==> src/rtl/core_pkg.sv <==
// ============================================================================
// Module   : core_pkg
// Brief    : Shared types and constants for the Mono_Ciclo fetch stage.
// Revision : 1.0 - initial release
// ============================================================================
`default_nettype none

package core_pkg;

  typedef enum logic [1:0] {
    BOOT = 2'd0,
    RUN  = 2'd1,
    HALT = 2'd2
  } fetch_state_t;

  typedef enum logic [1:0] {
    FC_NONE     = 2'd0,
    FC_MISALIGN = 2'd1,
    FC_RANGE    = 2'd2
  } fault_cause_t;

  localparam int INST_BYTES = 4;

endpackage

`default_nettype wire

==> src/rtl/pc_check.sv <==
// ============================================================================
// Module   : pc_check
// Brief    : Combinational fetch-address legality check (alignment, range).
// Revision : 1.0 - initial release
// ============================================================================
`default_nettype none

module pc_check
  import core_pkg::*;
#(
  parameter int ADR_W     = 64,
  parameter int MEM_DEPTH = 80
) (
  input  logic [ADR_W-1:0] pc,
  output logic             ok,
  output fault_cause_t     cause
);

  logic [ADR_W-1:0] w_word;
  logic             w_misalign;
  logic             w_range;

  assign w_word     = pc >> 2;
  assign w_misalign = (pc[1:0] != 2'b00);
  assign w_range    = (w_word >= ADR_W'(MEM_DEPTH));

  // Misalignment is reported ahead of range when both apply.
  always_comb begin
    cause = FC_NONE;
    if (w_misalign)   cause = FC_MISALIGN;
    else if (w_range) cause = FC_RANGE;
  end

  assign ok = (cause == FC_NONE);

endmodule

`default_nettype wire

==> src/rtl/pc_fetch_unit.sv <==
// ============================================================================
// Module   : pc_fetch_unit
// Brief    : PC register and fetch control with valid/ready output to decode.
// Revision : 1.0 - initial release
// ============================================================================
`default_nettype none

module pc_fetch_unit
  import core_pkg::*;
#(
  parameter int             ADR_W     = 64,
  parameter int             INST_W    = 32,
  parameter int             MEM_DEPTH = 80,
  parameter logic [ADR_W-1:0] RESET_PC = '0
) (
  input  logic              clk,
  input  logic              rst,
  output logic [ADR_W-1:0]  read_adr,
  input  logic [INST_W-1:0] instruction,
  input  logic              redirect_valid,
  input  logic [ADR_W-1:0]  redirect_target,
  output logic              if_valid,
  input  logic              if_ready,
  output logic [ADR_W-1:0]  if_pc,
  output logic [INST_W-1:0] if_inst,
  output logic              fault,
  output logic [1:0]        fault_cause,
  output logic [31:0]       fetch_count
);

  fetch_state_t      r_state;
  logic [ADR_W-1:0]  r_pc;
  logic              r_if_valid;
  logic [ADR_W-1:0]  r_if_pc;
  logic [INST_W-1:0] r_if_inst;
  logic              r_fault;
  fault_cause_t      r_cause;
  logic [31:0]       r_count;

  logic              w_ok;
  fault_cause_t      w_cause;
  logic              w_load;
  logic              w_redirect;
  logic              w_xfer;

  pc_check #(
    .ADR_W     (ADR_W),
    .MEM_DEPTH (MEM_DEPTH)
  ) u_pc_check (
    .pc    (r_pc),
    .ok    (w_ok),
    .cause (w_cause)
  );

  assign w_redirect = redirect_valid && (r_state != BOOT);
  assign w_load     = !r_if_valid || if_ready;
  // A redirect squashes the pending output, so it is never counted.
  assign w_xfer     = r_if_valid && if_ready && !w_redirect;

  assign read_adr = ((r_state == RUN) && w_ok) ? (r_pc >> 2) : '0;

  always_ff @(posedge clk or posedge rst) begin
    if (rst) begin
      r_state    <= BOOT;
      r_pc       <= RESET_PC;
      r_if_valid <= 1'b0;
      r_if_pc    <= '0;
      r_if_inst  <= '0;
      r_fault    <= 1'b0;
      r_cause    <= FC_NONE;
      r_count    <= '0;
    end else begin
      if (w_xfer && (r_count != 32'hFFFF_FFFF)) begin
        r_count <= r_count + 32'd1;
      end
      case (r_state)
        BOOT: begin
          r_state <= RUN;
        end
        RUN: begin
          if (redirect_valid) begin
            r_pc       <= redirect_target;
            r_if_valid <= 1'b0;
          end else if (!w_ok) begin
            r_state    <= HALT;
            r_fault    <= 1'b1;
            r_cause    <= w_cause;
            r_if_valid <= 1'b0;
          end else if (w_load) begin
            r_if_inst  <= instruction;
            r_if_pc    <= r_pc;
            r_if_valid <= 1'b1;
            r_pc       <= r_pc + ADR_W'(INST_BYTES);
          end
        end
        HALT: begin
          r_if_valid <= 1'b0;
          if (redirect_valid) begin
            r_state <= RUN;
            r_pc    <= redirect_target;
            r_fault <= 1'b0;
            r_cause <= FC_NONE;
          end
        end
        default: begin
          r_state <= BOOT;
        end
      endcase
    end
  end

  assign if_valid    = r_if_valid;
  assign if_pc       = r_if_pc;
  assign if_inst     = r_if_inst;
  assign fault       = r_fault;
  assign fault_cause = r_cause;
  assign fetch_count = r_count;

endmodule

`default_nettype wire

==> config.mk <==
export PLATFORM = sky130hd
export DESIGN_NAME = pc_fetch_unit
export DESIGN_NICKNAME = d
export VERILOG_FILES = /design/src/rtl/core_pkg.sv /design/src/rtl/pc_check.sv /design/src/rtl/pc_fetch_unit.sv
export SDC_FILE = /design/constraint.sdc
export NUM_CORES = 1
export LEC_CHECK = 0
export CORE_ASPECT_RATIO = 0.9
export CORE_UTILIZATION = 41
export CTS_CLUSTER_SIZE = 40
export DETAILED_ROUTE_END_ITERATION = 10
export PLACE_DENSITY = 0.71
export SLEW_MARGIN = 25
export SYNTH_ARGS = -nofsm -noshare
export SYNTH_HDL_FRONTEND = slang
export SYNTH_SLANG_ARGS = --single-unit
==> constraint.sdc <==
create_clock -name clk -period 12.06 [get_ports clk]
set_input_delay 1.206 -clock clk [delete_from_list [all_inputs] [get_ports clk]]
set_output_delay 1.206 -clock clk [all_outputs]
set_load 0.01 [all_outputs]
==> results.md, run 1 <==
- Commonest cells post-synth: dfrtp_1 (198), and2_1 (67), buf_4 (57)
- Num CTS Buffers: 17
- Detailed Route Iter0 Violations: 855
- First-pass GRT wire length: 43.7 mm
- DP Area: 0.0124 mm^2
- Total track usage: a little over a fifth
- H-tree levels: 4
- Gpl congestion: 0.872
- Top_reg_cell synth: dfrtp_1
- Unrepaired setup endpoints after global routing: false
- # Post-CTS Setup Buffers: 0
- Root Buffer: clkbuf_16
- Clock-pin slew on the worst setup and hold paths: roughly 0.07 ns
- DIE AREA: between 0.02 and 0.03 mm^2
- Crit path setup slack, layout: roughly 7 ns
- Std-Cell Rows: 53
- CP arrival: roughly 3.7 ns
- Most common cell in the netlist: dfrtp_1
- Worst Path Max Fanout: 11
- Reg2Reg Depth: 7
- Max Cap Violations: 0
- Worst-margin pin slew: 0.958 ns
- Post-synth EDFFs: 0
- Die W: 167 um
- Maximum buffer depth of the clock tree: 2
- Yosys reg bits: 198
- Cell area after synthesis: 0.0100 mm^2
- Final Cycle Share: 40.5%
- HPWL after detailed placement: 19.0 mm
- Post-layout nets: approximately 1.3k
- Slew Limit Fails: 0
- Total grt overflow: 0
- CTS tree: yes
- Reg2reg end: if_inst[30]$_DFFE_PP0P_
- DRC: 0
- Hold buffers post-CTS: 0
- Hold Path Stages: 1
- Vias: 8526
- Initial antenna violation count: 1
- Unique masters post-synth: 57
- Buffers on Ports: about 240
- Seq/Total Area, Yosys: 49.3%
- Clock Sinks: 198
- Worst Setup Start Kind: flop
- Synth-to-layout area growth: 30.0%
- Reg2Reg Setup Slack: 8.33 ns
- Tmin final: 4.88 ns
- Kind of critical path: reg2out
- Later-pin clock latency in the skew report: 0.44 ns
- First-pass iteration count of the detailed router: 5
- Vias in the first global route: 7804
- Worst vdd ir: 141 uV
- Max_slew headroom: between 30% and 40%
- Post-CTS resize count: 0
- Final setup vio count: 0
- IO Pins: 296
- Setup crit end kind: primary output
- Fmax: 205 MHz
- Core Area: 0.0237 mm^2
- WL per Instance: ~19 um
- Post-synthesis instance total: 1000
- Die height: roughly 150 um
- Status: complete, no violations
- Pwr dens: 178 mW/mm^2
- Largest net degree at the start of global routing: 128
- Ys async rst share: 100%
- R2r startpoint: r_pc[6]$_DFFE_PP0P_
- Syn_area_per_cell: 10.0 um^2
- Vias per std cell: 5.65
- Static Leak: about 5.5 nW
- Final wirelength: 28.0 mm
- Worst EP required: around 11 ns
- Initial Util: 42.4%
- Clock skew: 0.0148 ns
- Antenna viol nets, final: 0
- Share of Yosys cell area claimed by the top area cell type: about half
- Setup TNS: 0 ns
- Ys Warns: 0
- Share of layout cells above drive strength 1: 8.38%
- HP Start: if_pc[42]$_DFFE_PP0P_
- Synth top area cells: dfrtp_1 (49%), mux2_2 (4.6%), a2bb2oi_1 (4.5%)
- Hold crit path type: reg2reg
- Fin. Hold Viols: 0
- Post-route cell area: 0.0131 mm^2
- Yosys top cell by area: dfrtp_1
- Hold path endpoint: if_pc[42]$_DFFE_PP0P_
- Pre-CTS setup slack: between 7 and 8 ns
-- sequential cells by signal, indices dropped and copies added (netlist names) --
signal       count
r_state          2
fetch_count     32
fault_cause      2
r_pc            64
fault            1
if_pc           64
if_inst         32
if_valid         1
-- routing by layer --
| metal | vias up | global-route usage (%) | routed length, um |
|---|---|---|---|
| met4 | 0 | 7.50 | 661 |
| met1 | 4108 | 31.0 | 12400 |
| met3 | 52 | 5.02 | 2300 |
| met5 | - | 0 | 0 |
| met2 | 438 | 33.2 | 12600 |
| li1 | 3928 | - | - |
-- where the power goes --
| group | total, W | switching (W) | internal (W) |
|---|---|---|---|
| Sequential | 0.000959 | 0.000172 | 0.000787 |
| Clock | 0.000578 | 0.000296 | 0.000283 |
| Combinational | 0.000781 | 0.000450 | 0.000331 |
| Total | 0.00232 | 0.000917 | 0.00140 |
-- worst max-delay path: stages, from the launching register on --
cell	delay (ns)
dfrtp_1	0.50
o21ai_0	0.45
nand4_1	0.26
nor4_2	0.66
and2_1	0.55
and3_1	0.27
clkdlybuf4s50_1	0.55
-- cell usage in the layout, fill, tap and decap left out, types with 7 or more instances in the layout --
cell type,n
a211oi_1,14
a21oi_1,16
a2bb2oi_1,52
a31oi_1,23
and2_1,67
and3_1,31
and4_1,14
buf_4,7
clkbuf_16,17
clkdlybuf4s50_1,238
conb_1,57
dfrtp_1,198
inv_1,10
mux2_2,41
nand2_1,55
nand3_1,51
nand4_1,36
nor2_1,34
nor3_1,51
nor4_1,18
o21ai_0,40
o22ai_1,23
o31ai_1,8
xnor2_1,25
-- cells by family (layout without fill, tap and decap cells) --
| logic type | after synthesis | after routing | share of synthesized area, % |
|---|---|---|---|
| fa+ha+maj | 6 | 6 | 0.747 |
| flops | 198 | 198 | 49.3 |
| other cells | 1 | 58 | 0.0373 |
| buf+inv | 142 | 291 | 7.75 |
| mux | 42 | 42 | 4.70 |
| xor+xnor | 31 | 31 | 2.70 |
| simple gates | 386 | 386 | 21.3 |
| compound gates | 194 | 194 | 13.4 |
-- layout make-up --
type / count / area [um^2]
fill: 2030 / 10600
clock buffer: 18 / 429
timing repair buffer: 248 / 2490
tap: 302 / 378
multi-input combinational: 716 / 4570
antenna: 1 / 2.50
inverter: 11 / 48.8
clock inverter: 14 / 178
sequential: 198 / 4950
-- stage by stage --
step / hold WS [ns] / total power, W / instances / util (%)
after detailed placement: 0.470 / 0.00173 / 1473 / 52.3
after floorplan: 0.480 / 0.00152 / 1056 / -
final: 0.485 / 0.00232 / 1508 / 55.1
after global placement: 0.467 / 0.00171 / 1473 / 52.3
after global routing: 0.498 / 0.00244 / 1508 / 55.1
after CTS: 0.491 / 0.00231 / 1505 / 54.9
-- worst max path at each step --
stage	from	end	slack, ns	depth (start not counted)
2_1_floorplan	rst	fault$_DFFE_PP0P_	5.46	1
3_3_place_gp	r_pc[6]$_DFFE_PP0P_	read_adr[6]	7.73	6
3_5_place_dp	r_pc[6]$_DFFE_PP0P_	read_adr[6]	7.70	6
4_1_cts	r_pc[6]$_DFFE_PP0P_	read_adr[6]	7.22	6
5_1_grt	r_pc[6]$_DFFE_PP0P_	read_adr[5]	7.05	6
6_report	r_pc[6]$_DFFE_PP0P_	read_adr[6]	7.18	6
No activity file was read; power rests on OpenSTA's default activity.
==> inputs of run 2 (changes only) <==
PLACE_DENSITY = 0.74   (was 0.71)
clock period = 4.1 ns   (was 12.06 ns; I/O delays follow)
==> run 2 against run 1 <==
Compared with the run above:
- cell area grew 1.1%
- register-to-register slack got worse by 7.6 ns
- non-clock buffer count up 10
- critical path type unchanged
- highest routed layer unchanged
==> results.md, run 2 (synthesized netlist as in run 1, its figures left out) <==
- Pwr dens: 531 mW/mm^2 (+200%)
- Gpl congestion: 0.919 (+5.4%)
- Largest net degree at the start of global routing: 97 (-24%)
- Hold buffers post-CTS: 0 (unchanged)
- Final core occ: 55.7% (+0.61 points)
- Initial Util: 42.4% (unchanged)
- Worst EP required: 3.69 ns (-7.16 ns)
- H-tree levels: 4 (unchanged)
- Vias in the first global route: 7932 (+1.6%)
- Die height: 150 um (unchanged)
- IO Pins: 296 (unchanged)
- DRC: 0 (unchanged)
- CP cell instances: nor4_1 -> nand4_1 -> nor4_2 -> and2_1 -> and3_1 -> clkdlybuf4s50_1
- CTS tree: yes
- Clock-pin slew on the worst setup and hold paths: 0.08 ns (about the same)
- Commonest non-fill, non-tap cells in the layout: clkdlybuf4s50_1 (238), dfrtp_1 (198), and2_1 (67), conb_1 (57), nand2_1 (55)
- Setup TNS: 0 ns (unchanged)
- DIE AREA: 0.0251 mm^2 (unchanged)
- Min Hold Slack: 0.328 ns (-0.156 ns)
- Unrepaired setup endpoints after global routing: false
- Max Cap Violations: 0 (unchanged)
- Num CTS Buffers: 17 (unchanged)
- Fmax: 257 MHz
- Status: complete, no violations
- Worst Setup Start Kind: flop
- Final wirelength: 27.8 mm (-0.43%)
- Root Buffer: clkbuf_16
- Worst-margin pin slew: 0.972 ns (+0.0139 ns)
- Final Cycle Share: 94.9%
- HPWL after detailed placement: 19.7 mm (+3.7%)
- Clock skew: 0.0210 ns (+0.00614 ns)
- Fin. Hold Viols: 0 (unchanged)
- Total track usage: 22.1% (+0.14 points)
- Total grt overflow: 0 (unchanged)
- Maximum buffer depth of the clock tree: 2 (unchanged)
- # Post-CTS Setup Buffers: 0 (unchanged)
- Static Leak: 5.60 nW (+1.3%)
- WL per Instance: 18.4 um (-1.0%)
- Core Area: 0.0237 mm^2 (unchanged)
- Worst-path cell with the longest stage delay: and2_1
- Buffers on Ports: 238 (unchanged)
- Vias per std cell: 5.61 (-0.86%)
- Initial antenna violation count: 0 (-1)
- Setup crit end kind: primary output
- Max_slew headroom: 34.7% (-0.84 points)
- Detailed Route Iter0 Violations: 756 (-12%)
- Commonest non-fill, non-tap cell in the layout: clkdlybuf4s50_1
- Antenna Cells: 0 (-1)
- First-pass iteration count of the detailed router: 6 (+1)
- Final setup vio count: 0 (unchanged)
- Antenna viol nets, final: 0 (unchanged)
- Clock Sinks: 198 (unchanged)
- Tmin final: 3.89 ns
- Crit path buf inv count: 1 (unchanged)
- Worst Path Max Fanout: 11 (unchanged)
- CP arrival: 3.48 ns (-0.20 ns)
- Slew Limit Fails: 0 (unchanged)
- Post-CTS resize count: 0 (unchanged)
- Std-Cell Rows: 53 (unchanged)
- Synth-to-layout area growth: 31.4%
- CP top delay family: simple AND/OR/NAND/NOR gates
- Kind of critical path: reg2out
- Worst vdd ir: 357 uV (+150%)
- Share of layout cells above drive strength 1: 9.22% (+0.84 points)
- First-pass GRT wire length: 43.6 mm (-0.30%)
- Die W: 167 um (unchanged)
- Later-pin clock latency in the skew report: 0.44 ns (about the same)
- Hold crit path type: in2async
- Post-layout nets: 1308 (+0.77%)
- Vias: 8503 (-0.27%)
- Worst path max stage delay: 0.61 ns (-0.05 ns)
-- run 2: layout make-up --
class                   instances  area [um^2]
fillers                      1990        10500
flip-flops and latches        198         4950
multi-input cells             716         4570
repair buffers                258         2590
clock buffers                  17          425
well taps                     302          378
clock inverters                15          230
inverters                      11         45.0
-- run 2: worst paths after layout --
| path | from | endpoint | slack, ns | depth (start not counted) |
|---|---|---|---|---|
| setup reg to reg | r_pc[28]$_DFFE_PP0P_ | if_inst[25]$_DFFE_PP0P_ | 0.77 | 7 |
| hold / removal | rst | fetch_count[18]$_DFFE_PP0P_ | 0.33 | 2 |
| setup / recovery | r_pc[28]$_DFFE_PP0P_ | read_adr[3] | 0.21 | 6 |
| min in group clk | if_pc[28]$_DFFE_PP0P_ | if_pc[28]$_DFFE_PP0P_ | 0.49 | 1 |
| max in group asynchronous | rst | r_pc[9]$_DFFE_PP0P_ | 3.03 | 4 |
| hold reg to reg | if_pc[28]$_DFFE_PP0P_ | if_pc[28]$_DFFE_PP0P_ | 0.49 | 1 |
-- run 2: where the power goes --
| group | total (W) | internal, W | switching (W) |
|---|---|---|---|
| clock | 0.00183 | 0.000919 | 0.000910 |
| combinational | 0.00236 | 0.00102 | 0.00134 |
| sequential | 0.00282 | 0.00231 | 0.000504 |
-- run 2: worst register-to-register path: stages (launching register included) --
cell,delay [ns]
dfrtp_1,0.49
nor4_1,0.33
nand4_1,0.23
nor4_2,0.60
and2_1,0.61
nand3_4,0.10
buf_4,0.40
mux2_2,0.44
-- run 2: routing by layer --
metal | share of wire [%] | track usage (%) | up-vias
li1 | - | - | 3951
met1 | 44 | 30.3 | 4054
met2 | 45 | 33.5 | 443
met3 | 7.9 | 5.55 | 55
met4 | 2.8 | 8.84 | 0
met5 | 0 | 0 | -
-- run 2: per-stage QoR --
step | worst slack [ns] | instances | area, um^2 | total power [W]
after floorplan | 1.13 | 1056 | 10300 | 0.00446
after global placement | 0.750 | 1484 | 12500 | 0.00510
after detailed placement | 0.700 | 1485 | 12500 | 0.00516
after CTS | 0.214 | 1517 | 13200 | 0.00702
after global routing | 0.0621 | 1517 | 13200 | 0.00740
final | 0.209 | 1517 | 13200 | 0.00701
==> inputs of run 3 (changes only) <==
CTS_CLUSTER_SIZE = 14   (was 40)
SLEW_MARGIN = 30   (was 25)
==> run 3 against run 2 <==
Compared with the run above:
- maximum frequency grew 0.15%
- worst setup slack gained 0.0057 ns
- critical path type unchanged
- sequential share of layout area grew 0.064 points
- largest cell class unchanged
- first-iteration DRC count shrank 6.5%
- sequential cell count is the same
- via count grew 0.38%
- final cell count grew 0.13%
- hold slack gained 0.011 ns
==> results.md, run 3 (synthesized netlist as in run 1, its figures left out) <==
- Final Cycle Share: 94.8% (-0.14 points)
- Fin. Hold Viols: 0 (unchanged)
- Worst vdd ir: 356 uV (-0.17%)
- Gpl congestion: 0.919 (unchanged)
- Vias: 8535 (+0.38%)
- CP cell instances: nor4_1 -> nand4_1 -> nor4_2 -> and2_1 -> and3_1 -> clkdlybuf4s50_1
- Final setup vio count: 0 (unchanged)
- DIE AREA: 0.0251 mm^2 (unchanged)
- Die height: 150 um (unchanged)
- CTS tree: yes
- Largest net degree at the start of global routing: 97 (unchanged)
- Die W: 167 um (unchanged)
- Static Leak: 5.58 nW (-0.28%)
- H-tree levels: 4 (unchanged)
- Clock power frac: 24.7% (-1.4 points)
- Slew Limit Fails: 0 (unchanged)
- CP arrival: 3.48 ns (about the same)
- Crit path setup slack, layout: 0.215 ns (+0.00567 ns)
- FF/Latch Area: 0.00495 mm^2 (unchanged)
- Reg2Reg Setup Slack: 0.76 ns (about the same)
- Later-pin clock latency in the skew report: 0.44 ns (about the same)
- Psw: 0.00271 W (-1.5%)
- Root Buffer: clkbuf_16
- Total track usage: 22.0% (-0.061 points)
- Kind of critical path: reg2out
- DRC: 0 (unchanged)
- Vias in the first global route: 7885 (-0.59%)
- Pwr dens: 522 mW/mm^2 (-1.6%)
- Flop pwr share: 41.1% (+0.9 points)
- Cell Count, Final, Fillers Out: 1519 (+0.13%)
- Setup crit end kind: primary output
- # Post-CTS Setup Buffers: 0 (unchanged)
- Clock skew: 0.0198 ns (-0.00111 ns)
- Synth-to-layout area growth: 31.2%
- Area of the multi-input gates: 0.00457 mm^2 (+0.11%)
- Part of the power in combinational logic: 34.3% (+0.6 points)
- Share of layout cells above drive strength 1: 9.29% (+0.075 points)
- P_int: 0.00417 W (-2.0%)
- Commonest non-fill, non-tap cells in the layout: clkdlybuf4s50_1 (238), dfrtp_1 (198), and2_1 (67), conb_1 (57), nand2_1 (55)
- Max_slew headroom: 42.9% (+8.2 points)
- Post-CTS resize count: 0 (unchanged)
- Hold buffers post-CTS: 0 (unchanged)
- Worst-path cell with the longest stage delay: nor4_2
- Worst Path Max Fanout: 11 (unchanged)
- Num CTS Buffers: 17 (unchanged)
- Unrepaired setup endpoints after global routing: false
- Core Area: 0.0237 mm^2 (unchanged)
- Number of fill cells: 2047 (+2.9%)
- Post-layout nets: 1309 (+0.076%)
- Hold crit path type: in2async
- Clock Sinks: 198 (unchanged)
- Fmax: 257 MHz (+0.15%)
- Clock-pin slew on the worst setup and hold paths: 0.08 ns (about the same)
- Sw frac: 39.4% (+0.12 points)
- Worst-margin pin slew: 0.849 ns (-0.123 ns)
- Antenna viol nets, final: 0 (unchanged)
- Worst path max stage delay: 0.62 ns (about the same)
- Detailed Route Iter0 Violations: 707 (-6.5%)
- Maximum buffer depth of the clock tree: 2 (unchanged)
- Total grt overflow: 0 (unchanged)
- Final wirelength: 27.8 mm (about the same)
- Buffers on Ports: 238 (unchanged)
- HPWL after detailed placement: 19.8 mm (+0.56%)
- IO Pins: 296 (unchanged)
- Std-Cell Rows: 53 (unchanged)
- Initial Util: 42.4% (unchanged)
- Commonest non-fill, non-tap cell in the layout: clkdlybuf4s50_1
- Final core occ: 55.7% (-0.095 points)
- Pre-CTS setup slack: 0.692 ns (-0.00746 ns)
- Placed insts: 1485 (unchanged)
- Initial antenna violation count: 1 (+1)
- Tmin final: 3.89 ns (-0.00567 ns)
- First-pass GRT wire length: 43.6 mm (+0.17%)
- WL per Instance: 18.3 um (-0.22%)
- Worst EP required: 3.69 ns (about the same)
- Setup TNS: 0 ns (unchanged)
- First-pass iteration count of the detailed router: 6 (unchanged)
- Max Cap Violations: 0 (unchanged)
- Status: complete, no violations
- Vias per std cell: 5.62 (+0.24%)
- Worst Setup Start Kind: flop
[run 3: worst paths after layout]
kind	start	end	cells after the start
max	r_pc[28]$_DFFE_PP0P_	read_adr[3]	6
min	rst	fetch_count[17]$_DFFE_PP0P_	2
max reg2reg	r_pc[28]$_DFFE_PP0P_	if_inst[10]$_DFFE_PP0P_	8
min reg2reg	if_pc[28]$_DFFE_PP0P_	if_pc[28]$_DFFE_PP0P_	1
max in group asynchronous	rst	r_pc[11]$_DFFE_PP0P_	4
min in group clk	if_pc[28]$_DFFE_PP0P_	if_pc[28]$_DFFE_PP0P_	1
[run 3: critical path: cells and delay by family (launching register included)]
family | cells | cell delay (ns)
buf+inv | 1 | 0.53
flops | 1 | 0.49
simple gates | 5 | 2.01
[run 3: per-layer routing]
metal / GRT usage, % / up-vias / wire, um
met5: 0 / - / 0
met4: 8.47 / 0 / 748
met3: 5.78 / 46 / 2320
met2: 33.7 / 419 / 12600
met1: 29.9 / 4111 / 12100
li1: - / 3959 / -
[run 3: layout make-up]
class	instances	area share, %
tap	302	2.87
multi-input combinational	716	34.7
sequential	198	37.6
timing repair buffer	259	19.8
inverter	11	0.342
clock buffer	18	3.26
antenna	1	0.0190
clock inverter	14	1.34
[run 3: power by group through the flow]
stage / clock (W) / combinational (W) / sequential (W)
5_1_grt: 0.00181 / 0.00257 / 0.00288
3_3_place_gp: 0 / 0.00230 / 0.00281
6_report: 0.00170 / 0.00236 / 0.00282
4_1_cts: 0.00174 / 0.00234 / 0.00280
3_5_place_dp: 0 / 0.00233 / 0.00284
2_1_floorplan: 0 / 0.00183 / 0.00263
[run 3: through the flow]
stage	power [W]	cell area, um^2	hold slack, ns
after floorplan	0.00446	10300	0.480
after global placement	0.00510	12500	0.468
after detailed placement	0.00517	12500	0.470
after CTS	0.00688	13100	0.334
after global routing	0.00726	13200	0.354
final	0.00688	13200	0.339
